### src/rtl/ferq_pkg.sv
// Shared constants and types for the UART command controller of the
// frequency/spike design: framing bytes, command codes, register reset
// defaults and the controller state encoding.
package ferq_pkg;

  localparam logic [7:0] HDR  = 8'hA5;
  localparam logic [7:0] ACK  = 8'h06;
  localparam logic [7:0] NACK = 8'h15;

  localparam logic [7:0] CMD_WR_PERIOD = 8'h01;
  localparam logic [7:0] CMD_WR_WIDTH  = 8'h02;
  localparam logic [7:0] CMD_WR_ENABLE = 8'h03;
  localparam logic [7:0] CMD_RD_PERIOD = 8'h81;
  localparam logic [7:0] CMD_RD_WIDTH  = 8'h82;

  localparam logic [15:0] PERIOD_RST = 16'd1000;
  localparam logic [15:0] WIDTH_RST  = 16'd500;

  typedef enum logic [2:0] {
    S_IDLE    = 3'd0,
    S_GET_CMD = 3'd1,
    S_GET_DH  = 3'd2,
    S_GET_DL  = 3'd3,
    S_GET_CHK = 3'd4,
    S_EXEC    = 3'd5,
    S_TX_LOAD = 3'd6,
    S_TX_WAIT = 3'd7
  } state_t;

  // Frame checksum: XOR of the three payload bytes.
  function automatic logic [7:0] frame_chk(input logic [7:0] cmd,
                                           input logic [7:0] dh,
                                           input logic [7:0] dl);
    return cmd ^ dh ^ dl;
  endfunction

endpackage

### src/rtl/frame_timer.sv
// Inter-byte timeout counter. Counts while enabled, restarts on clear.
// expire is combinational so the controller can register frame_err in the
// following cycle, landing exactly FRAME_TO cycles after the last clear.
module frame_timer #(
  parameter int FRAME_TO = 500000
) (
  input  logic clk,
  input  logic rst_n,
  input  logic clr,
  input  logic en,
  output logic expire
);

  localparam int CW = $clog2(FRAME_TO);

  logic [CW-1:0] cnt;

  // Counter: clear has priority so a byte arriving on the timeout cycle wins.
  always_ff @(posedge clk or negedge rst_n) begin
    if (!rst_n) begin
      cnt <= '0;
    end else if (clr) begin
      cnt <= '0;
    end else if (en) begin
      cnt <= cnt + CW'(1);
    end
  end

  // The count is about to reach FRAME_TO-1 and no byte arrived this cycle.
  assign expire = en && !clr && (cnt == CW'(FRAME_TO - 2));

endmodule

### src/rtl/uart_cmd_ctrl.sv
// UART command controller: parses A5/CMD/DH/DL/CHK frames, updates the spike
// configuration registers and streams an ACK/NACK reply through uart_send.
// Handshake with uart_send: tx_en is a one-cycle request issued only when
// tx_busy was sampled low; tx_busy is ignored for two cycles after a request
// (the sender needs that long to raise it), then must drop before the next.
module uart_cmd_ctrl
  import ferq_pkg::*;
#(
  parameter int CLK_FREQ = 50000000,
  parameter int FRAME_TO = CLK_FREQ / 100
) (
  input  logic        sys_clk,
  input  logic        sys_rst_n,
  input  logic        rx_done,
  input  logic [7:0]  rx_data,
  input  logic        tx_busy,
  output logic        tx_en,
  output logic [7:0]  tx_data,
  output logic [15:0] spk_period,
  output logic [15:0] spk_width,
  output logic        spk_enable,
  output logic        cfg_update,
  output logic        frame_err,
  output state_t      dbg_state
);

  state_t          state, state_nxt;
  logic [7:0]      cmd_q, dh_q, dl_q, chk_q;
  logic [7:0]      cmd_d, dh_d, dl_d, chk_d;
  logic [3:0][7:0] reply_q, reply_d;
  logic [2:0]      rcnt_q, rcnt_d, ridx_q, ridx_d;
  logic [1:0]      hold_q, hold_d;
  logic [15:0]     per_d, wid_d;
  logic            ena_d, tx_en_d, cfg_d, err_d;
  logic [7:0]      tx_data_d;

  logic        expire, in_get, load;
  logic        chk_ok, accept, is_read, wr_per, wr_wid, wr_ena;
  logic [15:0] value, rd_val;
  logic [7:0]  first_byte;

  assign dbg_state  = state;
  assign in_get     = (state == S_GET_CMD) || (state == S_GET_DH) ||
                      (state == S_GET_DL)  || (state == S_GET_CHK);
  assign load       = !tx_busy && (((state == S_EXEC) && chk_ok) || (state == S_TX_LOAD));
  assign first_byte = accept ? ACK : NACK;

  frame_timer #(.FRAME_TO(FRAME_TO)) u_timer (
    .clk    (sys_clk),
    .rst_n  (sys_rst_n),
    .clr    (rx_done || !in_get),
    .en     (in_get),
    .expire (expire)
  );

  // Decode the captured frame against the current register values.
  always_comb begin
    value   = {dh_q, dl_q};
    chk_ok  = (chk_q == frame_chk(cmd_q, dh_q, dl_q));
    accept  = 1'b0;
    is_read = 1'b0;
    wr_per  = 1'b0;
    wr_wid  = 1'b0;
    wr_ena  = 1'b0;
    rd_val  = 16'd0;
    case (cmd_q)
      CMD_WR_PERIOD: begin
        wr_per = (value >= 16'd2) && (value > spk_width);
        accept = wr_per;
      end
      CMD_WR_WIDTH: begin
        wr_wid = (value != 16'd0) && (value < spk_period);
        accept = wr_wid;
      end
      CMD_WR_ENABLE: begin
        wr_ena = 1'b1;
        accept = 1'b1;
      end
      CMD_RD_PERIOD: begin
        is_read = 1'b1;
        accept  = 1'b1;
        rd_val  = spk_period;
      end
      CMD_RD_WIDTH: begin
        is_read = 1'b1;
        accept  = 1'b1;
        rd_val  = spk_width;
      end
      default: ;
    endcase
  end

  // State register.
  always_ff @(posedge sys_clk or negedge sys_rst_n) begin
    if (!sys_rst_n) state <= S_IDLE;
    else            state <= state_nxt;
  end

  // Next-state logic: a byte beats a simultaneous timeout in GET_* states.
  always_comb begin
    state_nxt = state;
    case (state)
      S_IDLE:    if (rx_done && rx_data == HDR) state_nxt = S_GET_CMD;
      S_GET_CMD: if (rx_done) state_nxt = S_GET_DH;  else if (expire) state_nxt = S_IDLE;
      S_GET_DH:  if (rx_done) state_nxt = S_GET_DL;  else if (expire) state_nxt = S_IDLE;
      S_GET_DL:  if (rx_done) state_nxt = S_GET_CHK; else if (expire) state_nxt = S_IDLE;
      S_GET_CHK: if (rx_done) state_nxt = S_EXEC;    else if (expire) state_nxt = S_IDLE;
      S_EXEC: begin
        if (!chk_ok)       state_nxt = S_IDLE;
        else if (!tx_busy) state_nxt = S_TX_WAIT;
        else               state_nxt = S_TX_LOAD;
      end
      S_TX_LOAD: if (!tx_busy) state_nxt = S_TX_WAIT;
      S_TX_WAIT: begin
        if (hold_q == 2'd0 && !tx_busy)
          state_nxt = (ridx_q < rcnt_q) ? S_TX_LOAD : S_IDLE;
      end
      default: state_nxt = S_IDLE;
    endcase
  end

  // Output/datapath next values; the first reply byte goes out straight from EXEC.
  always_comb begin
    cmd_d     = cmd_q;
    dh_d      = dh_q;
    dl_d      = dl_q;
    chk_d     = chk_q;
    reply_d   = reply_q;
    rcnt_d    = rcnt_q;
    ridx_d    = ridx_q;
    hold_d    = (hold_q != 2'd0) ? hold_q - 2'd1 : 2'd0;
    per_d     = spk_period;
    wid_d     = spk_width;
    ena_d     = spk_enable;
    tx_en_d   = 1'b0;
    tx_data_d = tx_data;
    cfg_d     = 1'b0;
    err_d     = 1'b0;
    if (rx_done) begin
      case (state)
        S_GET_CMD: cmd_d = rx_data;
        S_GET_DH:  dh_d  = rx_data;
        S_GET_DL:  dl_d  = rx_data;
        S_GET_CHK: chk_d = rx_data;
        default: ;
      endcase
    end
    if (in_get && expire) err_d = 1'b1;
    if (state == S_EXEC) begin
      if (!chk_ok) begin
        err_d = 1'b1;
      end else begin
        reply_d = {rd_val[7:0], rd_val[15:8], cmd_q, first_byte};
        rcnt_d  = (accept && is_read) ? 3'd4 : 3'd2;
        ridx_d  = 3'd0;
        if (wr_per) begin
          per_d = value;
          cfg_d = (value != spk_period);
        end
        if (wr_wid) begin
          wid_d = value;
          cfg_d = (value != spk_width);
        end
        if (wr_ena) begin
          ena_d = dl_q[0];
          cfg_d = (dl_q[0] != spk_enable);
        end
      end
    end
    if (load) begin
      tx_en_d   = 1'b1;
      tx_data_d = (state == S_EXEC) ? first_byte : reply_q[ridx_q[1:0]];
      ridx_d    = ((state == S_EXEC) ? 3'd0 : ridx_q) + 3'd1;
      hold_d    = 2'd2;
    end
  end

  // Registered outputs, frame capture and reply buffer.
  always_ff @(posedge sys_clk or negedge sys_rst_n) begin
    if (!sys_rst_n) begin
      cmd_q      <= 8'h00;
      dh_q       <= 8'h00;
      dl_q       <= 8'h00;
      chk_q      <= 8'h00;
      reply_q    <= '0;
      rcnt_q     <= 3'd0;
      ridx_q     <= 3'd0;
      hold_q     <= 2'd0;
      spk_period <= PERIOD_RST;
      spk_width  <= WIDTH_RST;
      spk_enable <= 1'b0;
      tx_en      <= 1'b0;
      tx_data    <= 8'h00;
      cfg_update <= 1'b0;
      frame_err  <= 1'b0;
    end else begin
      cmd_q      <= cmd_d;
      dh_q       <= dh_d;
      dl_q       <= dl_d;
      chk_q      <= chk_d;
      reply_q    <= reply_d;
      rcnt_q     <= rcnt_d;
      ridx_q     <= ridx_d;
      hold_q     <= hold_d;
      spk_period <= per_d;
      spk_width  <= wid_d;
      spk_enable <= ena_d;
      tx_en      <= tx_en_d;
      tx_data    <= tx_data_d;
      cfg_update <= cfg_d;
      frame_err  <= err_d;
    end
  end

endmodule

### config.mk
export PLATFORM = sky130hd
export DESIGN_NAME = uart_cmd_ctrl
export DESIGN_NICKNAME = d
export VERILOG_FILES = /design/src/rtl/ferq_pkg.sv /design/src/rtl/frame_timer.sv /design/src/rtl/uart_cmd_ctrl.sv
export SDC_FILE = /design/constraint.sdc
export NUM_CORES = 1
export LEC_CHECK = 0
export BUFFER_PORTS_ARGS = -buffer_cell sky130_fd_sc_hd__clkbuf_2
export CAP_MARGIN = 20
export CORE_MARGIN = 2
export CORE_UTILIZATION = 25
export DETAILED_ROUTE_END_ITERATION = 6
export HOLD_SLACK_MARGIN = 0.03
export SETUP_SLACK_MARGIN = 0.3
export SLEW_MARGIN = 20
export SYNTH_ARGS = -nofsm -noshare
export SYNTH_HDL_FRONTEND = slang
export SYNTH_SLANG_ARGS = --single-unit
export TNS_END_PERCENT = 20
### constraint.sdc
create_clock -name sys_clk -period 5.77 [get_ports sys_clk]
set_input_delay 0 -clock sys_clk [delete_from_list [all_inputs] [get_ports sys_clk]]
set_output_delay 0 -clock sys_clk [all_outputs]
set_load 0.1 [all_outputs]
# == After elaboration in Yosys (flattened, before gate mapping) ==
# Cells that the tools add are included.
# totals
input_bits,12
regBits,138
# op_classes
n_reduce_logical,37
n_lt_le_gt_ge,5
bitwise_logic,2
mux,40
eq_ne,21
n_addsub,3
# op_table
op,count
$mux W3,15
$mux W19,2
$ne A16 B16 Y1,2
$pmux W16 S2,1
$eq A8 B8 Y1 const B,3
$pmux W3 S8,1
$add A19 B1 Y19 const B,1
$eq A19 B19 Y1 const B,1
$bmux W8 S2,1
$eq A8 B2 Y1 const B,2
$ge A16 B2 Y1 const B,1
$gt A16 B16 Y1,1
$lt A16 B16 Y1,1
$mux W8,2
$reduce_bool A16 Y1,1
$xor A8 B8 Y8,2
$mux W1,14
$eq A3 B3 Y1 const B,4
$reduce_and A2 Y1,6
$reduce_and A3 Y1,4
$logic_and A1 B1 Y1,10
$eq A8 B1 Y1 const B,1
$eq A8 B8 Y1,1
$reduce_bool A2 Y1,4
17 further kinds,27

# == Longest topological paths before layout ==
# Gate-level depths: netlist of the first run.
# depth
depth_word,13
ltp_mapped,10
depth_no_buf,9

# == Modules after synthesis ==
# From an unflattened synthesis of the first run, not the netlist that was laid out.
# hier_totals
hier_cells,640
hier_area_um2,7060.5
# by_module_without_submodules
module,cells_per_inst,seq_area_each_um2,area_each_um2,instances
uart_cmd_ctrl,536,2842.7,6048.3,1
frame_timer,104,475.5,1012.2,1

# == Worst setup path after synthesis of the first run ==
# OpenSTA, ideal clock, no wires.
# synth_path
path_type,reg-to-reg
startpoint,reg spk_period[1]
endpoint,reg spk_width[10]
path_buffers,1
setup_ns,0.126
path_slack_ns,2.868
required_time_ns,5.644
stages_incl_launch_ff,10
arrival_ns,2.776
cell_sequence,dfrtp_1 -> inv_1 -> ha_1 -> nor2b_1 -> o211ai_1 -> a21oi_1 -> o31ai_1 -> nand3_4 -> buf_6 -> mux2_4
# synth_via
elab_chain_len,4
# synth_rtl
item,line,source
start: declaration,uart_cmd_ctrl.sv:19,"output logic [15:0] spk_period,"
start signal: assignment,uart_cmd_ctrl.sv:205,spk_period <= per_d;
$lt A16 B16 Y1,uart_cmd_ctrl.sv:72,wr_wid = (value != 16'd0) && (value < spk_period);
$logic_and A1 B1 Y1,uart_cmd_ctrl.sv:72,
$mux W1,uart_cmd_ctrl.sv:66,case (cmd_q)
$reduce_and A3 Y1 (no line),--,
end signal: assignment,uart_cmd_ctrl.sv:206,spk_width <= wid_d;
end: declaration,uart_cmd_ctrl.sv:20,"output logic [15:0] spk_width,"
# Every way passes these cells.
# A chain may end at the register's enable or synchronous reset.

# == Worst setup path after layout of the first run ==
# layout_path
startpoint,reg cmd_q[0]
endpoint,reg spk_enable
# layout_via
elab_chain_len,4
word_cells_on_any_way,6
classes_between,2 x eq/ne; 1 x mux; 2 x bitwise; 1 x reduce/logical
# layout_rtl
item,line,source
start: declaration,uart_cmd_ctrl.sv:28,"logic [7:0] cmd_q, dh_q, dl_q, chk_q;"
start signal: assignment,uart_cmd_ctrl.sv:197,cmd_q <= cmd_d;
$xor A8 B8 Y8 (2 in series),ferq_pkg.sv:34,return cmd ^ dh ^ dl;
$eq A8 B8 Y1,uart_cmd_ctrl.sv:59,"chk_ok = (chk_q == frame_chk(cmd_q, dh_q, dl_q));"
$reduce_and A3 Y1 (no line) *,--,
end signal: assignment,uart_cmd_ctrl.sv:207,spk_enable <= ena_d;
end: declaration,uart_cmd_ctrl.sv:21,"output logic spk_enable,"
# Mark *: on every way between the ends. The rest lies on a longest branch, timed or not.

==> impl_metrics.env, run 1 <==
export IMPL_worstSkewPairLatency_ns=0.42
export IMPL_fill_cells=2843
export IMPL_grt_max_degree=72
export IMPL_dr_pass1_iters=5
export IMPL_syn_area_sq_um=6955
export IMPL_dp_slack_ns=2.858
export IMPL_drv_slew=0
export IMPL_netlist_top_cell_by_area="dfrtp_1"
export IMPL_synth_area_per_cell_sq_um=11.11
export IMPL_drc=0
export IMPL_wire_per_inst_um=16.00
export IMPL_htree_levels=4
export IMPL_final_common_cell="dfrtp_1"
export IMPL_required_ns=6.07
export IMPL_grt_pass1_wl_mm=28.11
export IMPL_fin_crit_sh=0.5074
export IMPL_placed_area_sq_um=7692
export IMPL_end_kind="register"
export IMPL_finalHoldViolations=0
export IMPL_fp_row_count=61
export IMPL_final_area_sq_um=8402
export IMPL_multi_input_area_sq_um=3378
export IMPL_grt_pass1_vias=4945
export IMPL_grt_overflow_total=0
export IMPL_ios=59
export IMPL_skew_ns=0.009715
export IMPL_worst_setup_path_start_kind="register"
export IMPL_synthTopCellsByArea="dfrtp_1 43%, mux2_2 11%, ha_1 6.5%"
export IMPL_cts_setup_buffers=0
export IMPL_coreArea_sq_um=27550
export IMPL_cts_buffer_depth=2
export IMPL_diodes=0
export IMPL_setup_viol=0
export IMPL_p_leak_uw=0.003578
export IMPL_drt_wl_total_mm=17.39
export IMPL_detail_route_vias_per_cell=4.561
export IMPL_drt_iter0_markers=324
export IMPL_max_cap_violations=0
export IMPL_synth_top_area_share=0.4317
export IMPL_worstPathArrival_ns=3.23
export IMPL_ir_drop_mv=0.2659
export IMPL_crit_fanout=30
export IMPL_finalSetupTns_ns=0
export IMPL_worst_pin_slew_ns=0.8103
export IMPL_cts_tree="done"
export IMPL_outcome="completed"
export IMPL_antenna_found_initial=0
export IMPL_synth_ff_latch_count=132
export IMPL_vias=4958
export IMPL_ys_warn_count=0
export IMPL_port_buffers=58
export IMPL_clk_pin_slew_ns=0.06
export IMPL_critical_path_class="register to register"
export IMPL_nets=744
export IMPL_ant_nets=0
export IMPL_cts_root_buf="clkbuf_16"
export IMPL_hpwl_mm=12.68
export IMPL_clock_sinks=132
export IMPL_grt_usage=0.1258
export IMPL_drive_gt1_frac=0.2764
export IMPL_async_flop_share=1.000
export IMPL_fp_dieW_um=170.8
export IMPL_syn_num_nets=674
export IMPL_synth_edff_count=0
export IMPL_slew_headroom=0.4592
export IMPL_start_util=0.2524
export IMPL_die_y_um=170.8
export IMPL_place_gp_congestion=0.8304
export IMPL_syn_inst=626
export IMPL_hp_class="input port to async pin"
export IMPL_period_minus_slack_ns=2.928
export IMPL_synth_cell_types=59
export IMPL_fin_ws_ns=2.842
export IMPL_seq_area_frac_synth=0.4771
export IMPL_cts_resized=0
export IMPL_cts_buffers=17
export IMPL_die_area_sq_um=29170
export IMPL_layout_common_cells="120 x dfrtp_1, 65 x mux2_2, 57 x clkbuf_2"
export IMPL_rsz0062_at_grt="false"
export IMPL_fmax_mhz=341.6
export IMPL_area_growth_pct=20.80
export IMPL_synth_main_ff_cell="dfrtp_1"
export IMPL_regArea_sq_um=3318
export IMPL_pwr_density_cell_nw_per_um2=472.6
where the power goes:
part	leakage [uW]	switching [uW]	internal [uW]
Combinational	0.00161	784	576
Sequential	0.00169	352	1160
Clock	0.000283	398	701
Total	0.00358	1530	2440
through the flow:
| step | power [uW] | hold slack, ns | std cells | util |
|---|---|---|---|---|
| 5_1_grt | 4219 | 0.2228 | 1087 | 0.3049 |
| 3_3_place_gp | 2857 | 0.07698 | 1043 | 0.2781 |
| 6_report | 3971 | 0.1408 | 1087 | 0.3049 |
| 2_1_floorplan | 2518 | -0.2956 | 626 | - |
| 4_1_cts | 4013 | 0.1907 | 1087 | 0.3049 |
| 3_5_place_dp | 2885 | 0.07123 | 1044 | 0.2792 |
area by class of cell:
class | count | share of cell area
Timing Repair Buffer | 76 | 0.05704
Clock inverter | 9 | 0.01564
Clock buffer | 23 | 0.05570
Multi-Input combinational cell | 428 | 0.4021
Tap cell | 378 | 0.05629
Inverter | 41 | 0.01832
Sequential cell | 132 | 0.3949
kinds of logic after synthesis:
group,count (synthesis),share of synthesized area
simple gates,168,0.1274
flops,132,0.4771
compound gates,101,0.09642
mux,81,0.1430
buf+inv,66,0.03850
xor+xnor,42,0.05289
fa+ha+maj,36,0.06476
what timing repair did:
item                       4_1_cts  5_1_grt
hold buffers                    11        0
hold endpoints to repair       103        0
setup endpoints to repair        0        0
synthesized netlist by cell type (all sizes together) (4+ instances only):
cell type  number
nand4          15
a22oi          16
nand2b          5
mux2           77
clkbuf         14
o21a            4
mux4            4
nand3b          5
xor2           15
xnor2          27
a21o            4
ha             36
dfrtp         120
buf            11
nor2           57
o21ai          12
nor3            7
nand2          24
dfstp          12
inv            41
or3             4
nor2b           4
a22o            4
a31oi           6
nor4            8
a21oi          37
nand3          22
worst max-delay path, cell delays in order (launching register included):
cell	delay, ns
dfrtp_1	0.51
xnor2_1	0.25
xnor2_1	0.16
nand4_1	0.28
nor3_4	0.61
buf_16	0.22
buf_4	0.30
nand4_1	0.15
mux2_1	0.33
flip-flops by register name, summed over array words and instances, names as in the netlist, 2 cells and up:
signal and count:
chk_q 8, cmd_q 8, dbg_state 3, dh_q 8, dl_q 8, hold_q 2
rcnt_q 2, reply_q 27, ridx_q 3, spk_period 16, spk_width 16, tx_data 8
u_timer.cnt 19
layer usage:
layer | up-vias | track usage | wire [um]
met5 | - | 0 | 0
met4 | 0 | 0.04571 | 320
met3 | 20 | 0.02545 | 637
met2 | 90 | 0.1913 | 7942
met1 | 2468 | 0.1765 | 8489
li1 | 2380 | - | -
final timing paths:
| path | startpoint | end | slack (ns) | depth (start not counted) |
|---|---|---|---|---|
| worst min register to register | hold_q[0] | hold_q[0] | 0.48 | 1 |
| min in group sys_clk | rx_data[2] | dh_q[2] | 0.45 | 3 |
| max in group asynchronous | sys_rst_n | spk_enable | 4.37 | 3 |
| worst max-delay path | cmd_q[0] | spk_enable | 2.84 | 8 |
| worst max register to register | cmd_q[0] | spk_enable | 2.84 | 8 |
| worst min-delay path | sys_rst_n | u_timer.cnt[11] | 0.14 | 2 |
Note: power is estimated with default switching activity, not from simulation.
==> run 2: changes to the inputs <==
==> constraint.sdc (replaced) <==
create_clock -name sys_clk -period 2.5 [get_ports sys_clk]
set_input_delay 0 -clock sys_clk [delete_from_list [all_inputs] [get_ports sys_clk]]
set_output_delay 0 -clock sys_clk [all_outputs]
set_load 0.1 [all_outputs]
==> run 2 against run 1 <==
  * Non-clock buffer count up 48
  * Worst setup slack worse by 2.8 ns
  * Routed wire length up 7.2%
  * Largest cell class unchanged
==> impl_metrics.env, run 2 (same netlist as run 1, synthesis figures left out) <==
export IMPL_layout_common_cells="88 x dfrtp_1, 57 x nor2_1, 57 x mux2_2, 57 x clkbuf_2, 41 x buf_4"
export IMPL_cts_buffer_depth=2
export IMPL_cts_buffers=17
export IMPL_r2r_setup_slack_ns=0.04
export IMPL_wire_per_inst_um=16.42
export IMPL_fin_crit_sh=0.9835
export IMPL_largest_reg_flops=27
export IMPL_timing_hold_ws_ns=0.1444
export IMPL_die_area_sq_um=29170
export IMPL_place_gp_congestion=0.8546
export IMPL_grt_max_degree=77
export IMPL_drive_gt1_frac=0.4122
export IMPL_critical_path_class="register to register"
export IMPL_grt_usage=0.1318
export IMPL_setup_viol=0
export IMPL_r2r_cells=9
export IMPL_grt_overflow_total=0
export IMPL_detail_route_vias_per_cell=4.572
export IMPL_worstSkewPairLatency_ns=0.43
export IMPL_final_common_cell="dfrtp_1"
export IMPL_diodes=0
export IMPL_clock_sinks=132
export IMPL_largestRegisters="reply_q (27), u_timer.cnt (19)"
export IMPL_skew_ns=0.01178
export IMPL_worst_setup_path_start_kind="register"
export IMPL_dr_pass1_iters=4
export IMPL_required_ns=2.81
export IMPL_top_register="reply_q"
export IMPL_fp_dieW_um=170.8
export IMPL_layout_cells_non_filler=1135
export IMPL_hpwl_mm=13.29
export IMPL_clk_pin_slew_ns=0.07
export IMPL_htree_levels=4
export IMPL_fmax_mhz=406.7
export IMPL_drt_iter0_markers=259
export IMPL_ir_drop_mv=0.4050
export IMPL_worstPathArrival_ns=2.76
export IMPL_regArea_sq_um=3428
export IMPL_slew_headroom=0.5024
export IMPL_grt_pass1_vias=5162
export IMPL_placedCellCount=1069
export IMPL_period_minus_slack_ns=2.459
export IMPL_drt_wl_total_mm=18.64
export IMPL_port_buffers=58
export IMPL_rsz0062_at_grt="true"
export IMPL_placed_area_sq_um=8120
export IMPL_finalSetupTns_ns=0
export IMPL_end_kind="register"
export IMPL_r2r_start="spk_width[7]"
export IMPL_drc=0
export IMPL_antenna_found_initial=0
export IMPL_start_util=0.2524
export IMPL_crit_fanout=5
export IMPL_cts_root_buf="clkbuf_16"
export IMPL_outcome="completed"
export IMPL_fill_cells=2764
export IMPL_final_core_util=0.3351
export IMPL_rr_endpoint="spk_period[15]"
export IMPL_p_leak_uw=0.003924
export IMPL_area_growth_pct=32.74
export IMPL_ant_nets=0
export IMPL_fp_row_count=61
export IMPL_worst_pin_slew_ns=0.7464
export IMPL_max_cap_violations=0
export IMPL_pwr_density_cell_nw_per_um2=1052
export IMPL_coreArea_sq_um=27550
export IMPL_ios=59
export IMPL_finalHoldViolations=0
export IMPL_die_y_um=170.8
export IMPL_grt_pass1_wl_mm=29.13
export IMPL_nets=792
export IMPL_hp_class="input port to async pin"
export IMPL_cts_tree="done"
export IMPL_vias=5189
export IMPL_drv_slew=0
export IMPL_final_area_sq_um=9233
export IMPL_multi_input_area_sq_um=3649
==> run 2: changes by cell type in the layout (fill, tap and decap cells not counted), moves of 8 or more <==
cell and delta:
dfrtp_4 +10, mux2_4 +9, dfrtp_1 -32, mux2_2 -8
buf_4 +35, ha_4 +9, dfstp_2 -12, dfstp_4 +12
ha_1 -9, dfrtp_2 +22
==> run 2: area by class of cell <==
type | count | area share
well taps | 378 | 0.05123
flip-flops and latches | 132 | 0.3713
inverters | 41 | 0.01667
clock buffers | 18 | 0.04757
repair buffers | 124 | 0.1041
multi-input cells | 428 | 0.3952
clock inverters | 14 | 0.01396
==> run 2: power by group <==
part / leakage (uW) / internal, uW / switching (uW)
combinational: 0.00200 / 1710 / 2120
sequential: 0.00165 / 2690 / 792
clock: 0.000273 / 1400 / 997
==> run 2: worst max-delay path, cell delays in order, from the launching register on <==
cell and delay (ns):
dfstp_4 0.62, inv_2 0.04, ha_4 0.26, nand4_1 0.16, nor4_2 0.37, nor4_2 0.10
o31a_1 0.17, nand2_4 0.14, clkbuf_16 0.15, mux2_2 0.32
==> run 2: repair_timing <==
item | in CTS | in global routing
gates cloned | 0 | 3
hold buffers | 11 | 0
buffers inserted | 9 | 11
gates resized for setup | 12 | 35
endpoints found under the setup margin | 59 | 79
endpoints found under the hold margin | 102 | 0
pin swaps | 6 | 7
==> run 2: worst max-delay path by stage <==
stage          slack [ns]         start             end  cells after the start
2_1_floorplan        0.02  spk_width[7]  spk_period[10]                      9
3_3_place_gp        -0.07       dh_q[7]      tx_data[4]                      9
3_5_place_dp        -0.07       dh_q[4]      tx_data[4]                      9
4_1_cts              0.08  spk_width[7]  spk_period[15]                      9
5_1_grt             -0.08  spk_width[2]  spk_period[15]                      9
6_report             0.04  spk_width[7]  spk_period[15]                      9
==> run 2: stage by stage <==
stage	power [uW]	worst slack (ns)
final	9710	0.04113
after global routing	10330	-0.08160
after CTS	9552	0.07719
after detailed placement	7048	-0.07320
after floorplan	5899	0.01541
after global placement	6980	-0.06871
==> run 2: layer usage <==
metal,global-route usage,share of wire,vias up,wire length (um)
met1,0.1745,0.46,2604,8623
li1,-,-,2472,-
met2,0.2118,0.48,93,8980
met5,0,0,-,0
met4,0.04459,0.017,0,323
met3,0.03053,0.038,20,714
==> run 3: changes to the inputs <==
--- a/config.mk
+++ b/config.mk
@@ -5,11 +5,11 @@
 export SDC_FILE = /design/constraint.sdc
 export NUM_CORES = 1
 export LEC_CHECK = 0
-export BUFFER_PORTS_ARGS = -buffer_cell sky130_fd_sc_hd__clkbuf_2
 export CAP_MARGIN = 20
 export CORE_MARGIN = 2
 export CORE_UTILIZATION = 25
 export DETAILED_ROUTE_END_ITERATION = 6
+export DONT_BUFFER_PORTS = 1
 export HOLD_SLACK_MARGIN = 0.03
 export SETUP_SLACK_MARGIN = 0.3
 export SLEW_MARGIN = 20
==> run 3 against run 2 <==
  * The flow now finishes with violations (hold timing)
  * Cell area is 1.8% lower
  * Worst hold slack worse by 0.87 ns
  * Total power is 0.37% higher
  * Non-clock buffer count is 32 lower
  * Global-route usage is 0.36 points higher
  * Count of clock-buffer cells in the layout is 6 higher
  * Routed wire length is 1.6% higher
  * Critical path depth is 1 lower
  * Clock skew is 0.0016 ns lower
  * Highest routed layer unchanged
==> impl_metrics.env, run 3 (same netlist as run 1, synthesis figures left out) <==
export IMPL_cts_buffers=17
export IMPL_fp_row_count=61
export IMPL_die_y_um=170.8
export IMPL_placedCellCount=1055
export IMPL_timing_hold_ws_ns=-0.7296
export IMPL_worst_setup_path_start_kind="register"
export IMPL_fin_ws_ns=0.02674
export IMPL_failed_checks="hold timing"
export IMPL_worstPathArrival_ns=2.78
export IMPL_end_kind="register"
export IMPL_rsz0062_at_grt="true"
export IMPL_setup_viol=0
export IMPL_p_leak_uw=0.003789
export IMPL_hp_class="input port to async pin"
export IMPL_grt_pass1_wl_mm=29.88
export IMPL_grt_usage=0.1355
export IMPL_fill_cells=2723
export IMPL_largest_reg_flops=27
export IMPL_finalHoldViolations=132
export IMPL_wire_per_inst_um=17.13
export IMPL_start_util=0.2524
export IMPL_crit_fanout=8
export IMPL_slew_headroom=0.4103
export IMPL_r2r_start="spk_width[8]"
export IMPL_cts_buffer_depth=2
export IMPL_max_cap_violations=0
export IMPL_cts_tree="done"
export IMPL_regArea_sq_um=3430
export IMPL_clock_sinks=132
export IMPL_coreArea_sq_um=27550
export IMPL_r2r_setup_slack_ns=0.03
export IMPL_drt_iter0_markers=285
export IMPL_htree_levels=4
export IMPL_fp_dieW_um=170.8
export IMPL_ant_nets=0
export IMPL_worst_pin_slew_ns=0.8852
export IMPL_layout_cells_non_filler=1106
export IMPL_detail_route_vias_per_cell=4.584
export IMPL_clk_pin_slew_ns=0.06
export IMPL_grt_max_degree=133
export IMPL_critical_path_class="register to register"
export IMPL_required_ns=2.80
export IMPL_outcome="finished with violations"
export IMPL_hpwl_mm=13.48
export IMPL_antenna_found_initial=3
export IMPL_layout_common_cells="87 x dfrtp_1, 74 x buf_4, 60 x mux2_2"
export IMPL_final_common_cell="dfrtp_1"
export IMPL_postCtsHoldBufs=10
export IMPL_worstSkewPairLatency_ns=0.42
export IMPL_vias=5070
export IMPL_cts_root_buf="clkbuf_16"
export IMPL_r2r_cells=8
export IMPL_drt_wl_total_mm=18.95
export IMPL_top_register="reply_q"
export IMPL_ios=59
export IMPL_rr_endpoint="spk_period[13]"
export IMPL_area_growth_pct=30.40
export IMPL_ir_drop_mv=0.5134
export IMPL_nets=760
export IMPL_period_minus_slack_ns=2.473
export IMPL_drc=0
export IMPL_multi_input_area_sq_um=3603
export IMPL_pwr_density_cell_nw_per_um2=1075
export IMPL_dr_pass1_iters=4
export IMPL_place_gp_congestion=0.8307
export IMPL_port_buffers=0
export IMPL_skew_ns=0.01016
export IMPL_dp_slack_ns=0.03428
export IMPL_grt_overflow_total=0
export IMPL_fmax_mhz=404.3
export IMPL_drv_slew=0
export IMPL_drive_gt1_frac=0.3807
export IMPL_fin_crit_sh=0.9893
export IMPL_die_area_sq_um=29170
export IMPL_grt_pass1_vias=5091
export IMPL_largestRegisters="reply_q (27), u_timer.cnt (19)"
## run 3: changes by cell type in the layout (fill, tap and decap cells not counted), moves of 2 or more
cell,change
o21ai_1,-2
inv_6,-3
buf_6,-4
mux2_4,-3
mux2_2,+3
clkinv_4,-3
o21ai_0,+2
buf_4,+33
nand3_1,+2
clkbuf_2,-57
diode_2,+3
clkbuf_1,+4
## run 3: worst max-delay path by stage
stage | startpoint | endpoint | slack (ns) | cells after the start
2_1_floorplan | spk_width[7] | spk_period[10] | 0.02 | 9
3_3_place_gp | dh_q[5] | tx_data[1] | -0.009 | 10
3_5_place_dp | spk_width[7] | tx_data[1] | 0.03 | 10
4_1_cts | spk_width[7] | spk_period[4] | 0.08 | 9
5_1_grt | spk_width[8] | spk_period[13] | -0.05 | 8
6_report | spk_width[8] | spk_period[13] | 0.03 | 8
## run 3: area by class of cell
class                      instances  area share
sequential                       132      0.3781
tap                              378     0.05215
antenna                            3   0.0008277
inverter                          41     0.01724
clock inverter                     8     0.01090
multi-input combinational        428      0.3973
timing repair buffer              92     0.08912
clock buffer                      24     0.05435
## run 3: layer usage
metal | global-route usage | vias to the layer above | routed length [um]
li1 | - | 2414 | -
met1 | 0.1784 | 2538 | 8648
met2 | 0.2130 | 98 | 8770
met3 | 0.03909 | 20 | 1192
met4 | 0.04534 | 0 | 334
met5 | 0 | - | 0
## run 3: report_power, final
group | internal [uW] | switching (uW)
combinational | 1700 | 2030
sequential | 2700 | 796
clock | 1580 | 949
## run 3: critical path, stage by stage (launching register included)
cell and delay (ns):
dfstp_4 0.63, inv_4 0.04, ha_4 0.25, nand4_1 0.22, a2111oi_4 0.34, o31a_1 0.28, nand2_4 0.12, clkbuf_16 0.19
mux2_4 0.29
## run 3: through the flow
stage	utilization	total power [uW]	hold WS (ns)	cell area [sq um]	setup TNS, ns
floorplan	-	5899	-0.2956	7178	0
global placement	0.2959	6978	-0.2889	8153	-0.009037
detailed placement	0.2959	7024	-0.2909	8153	0
CTS	0.3224	9674	-0.7455	8882	0
global route	0.3291	10370	-0.7527	9067	-0.3337
finish	0.3292	9747	-0.7296	9070	0
## run 3: what timing repair did
action / CTS / global route
hold endpoints to repair: 200 / 132
pin swaps: 3 / 17
buffers inserted: 2 / 2
cloned: 0 / 2
gates resized for setup: 4 / 27
endpoints found under the setup margin: 68 / 67
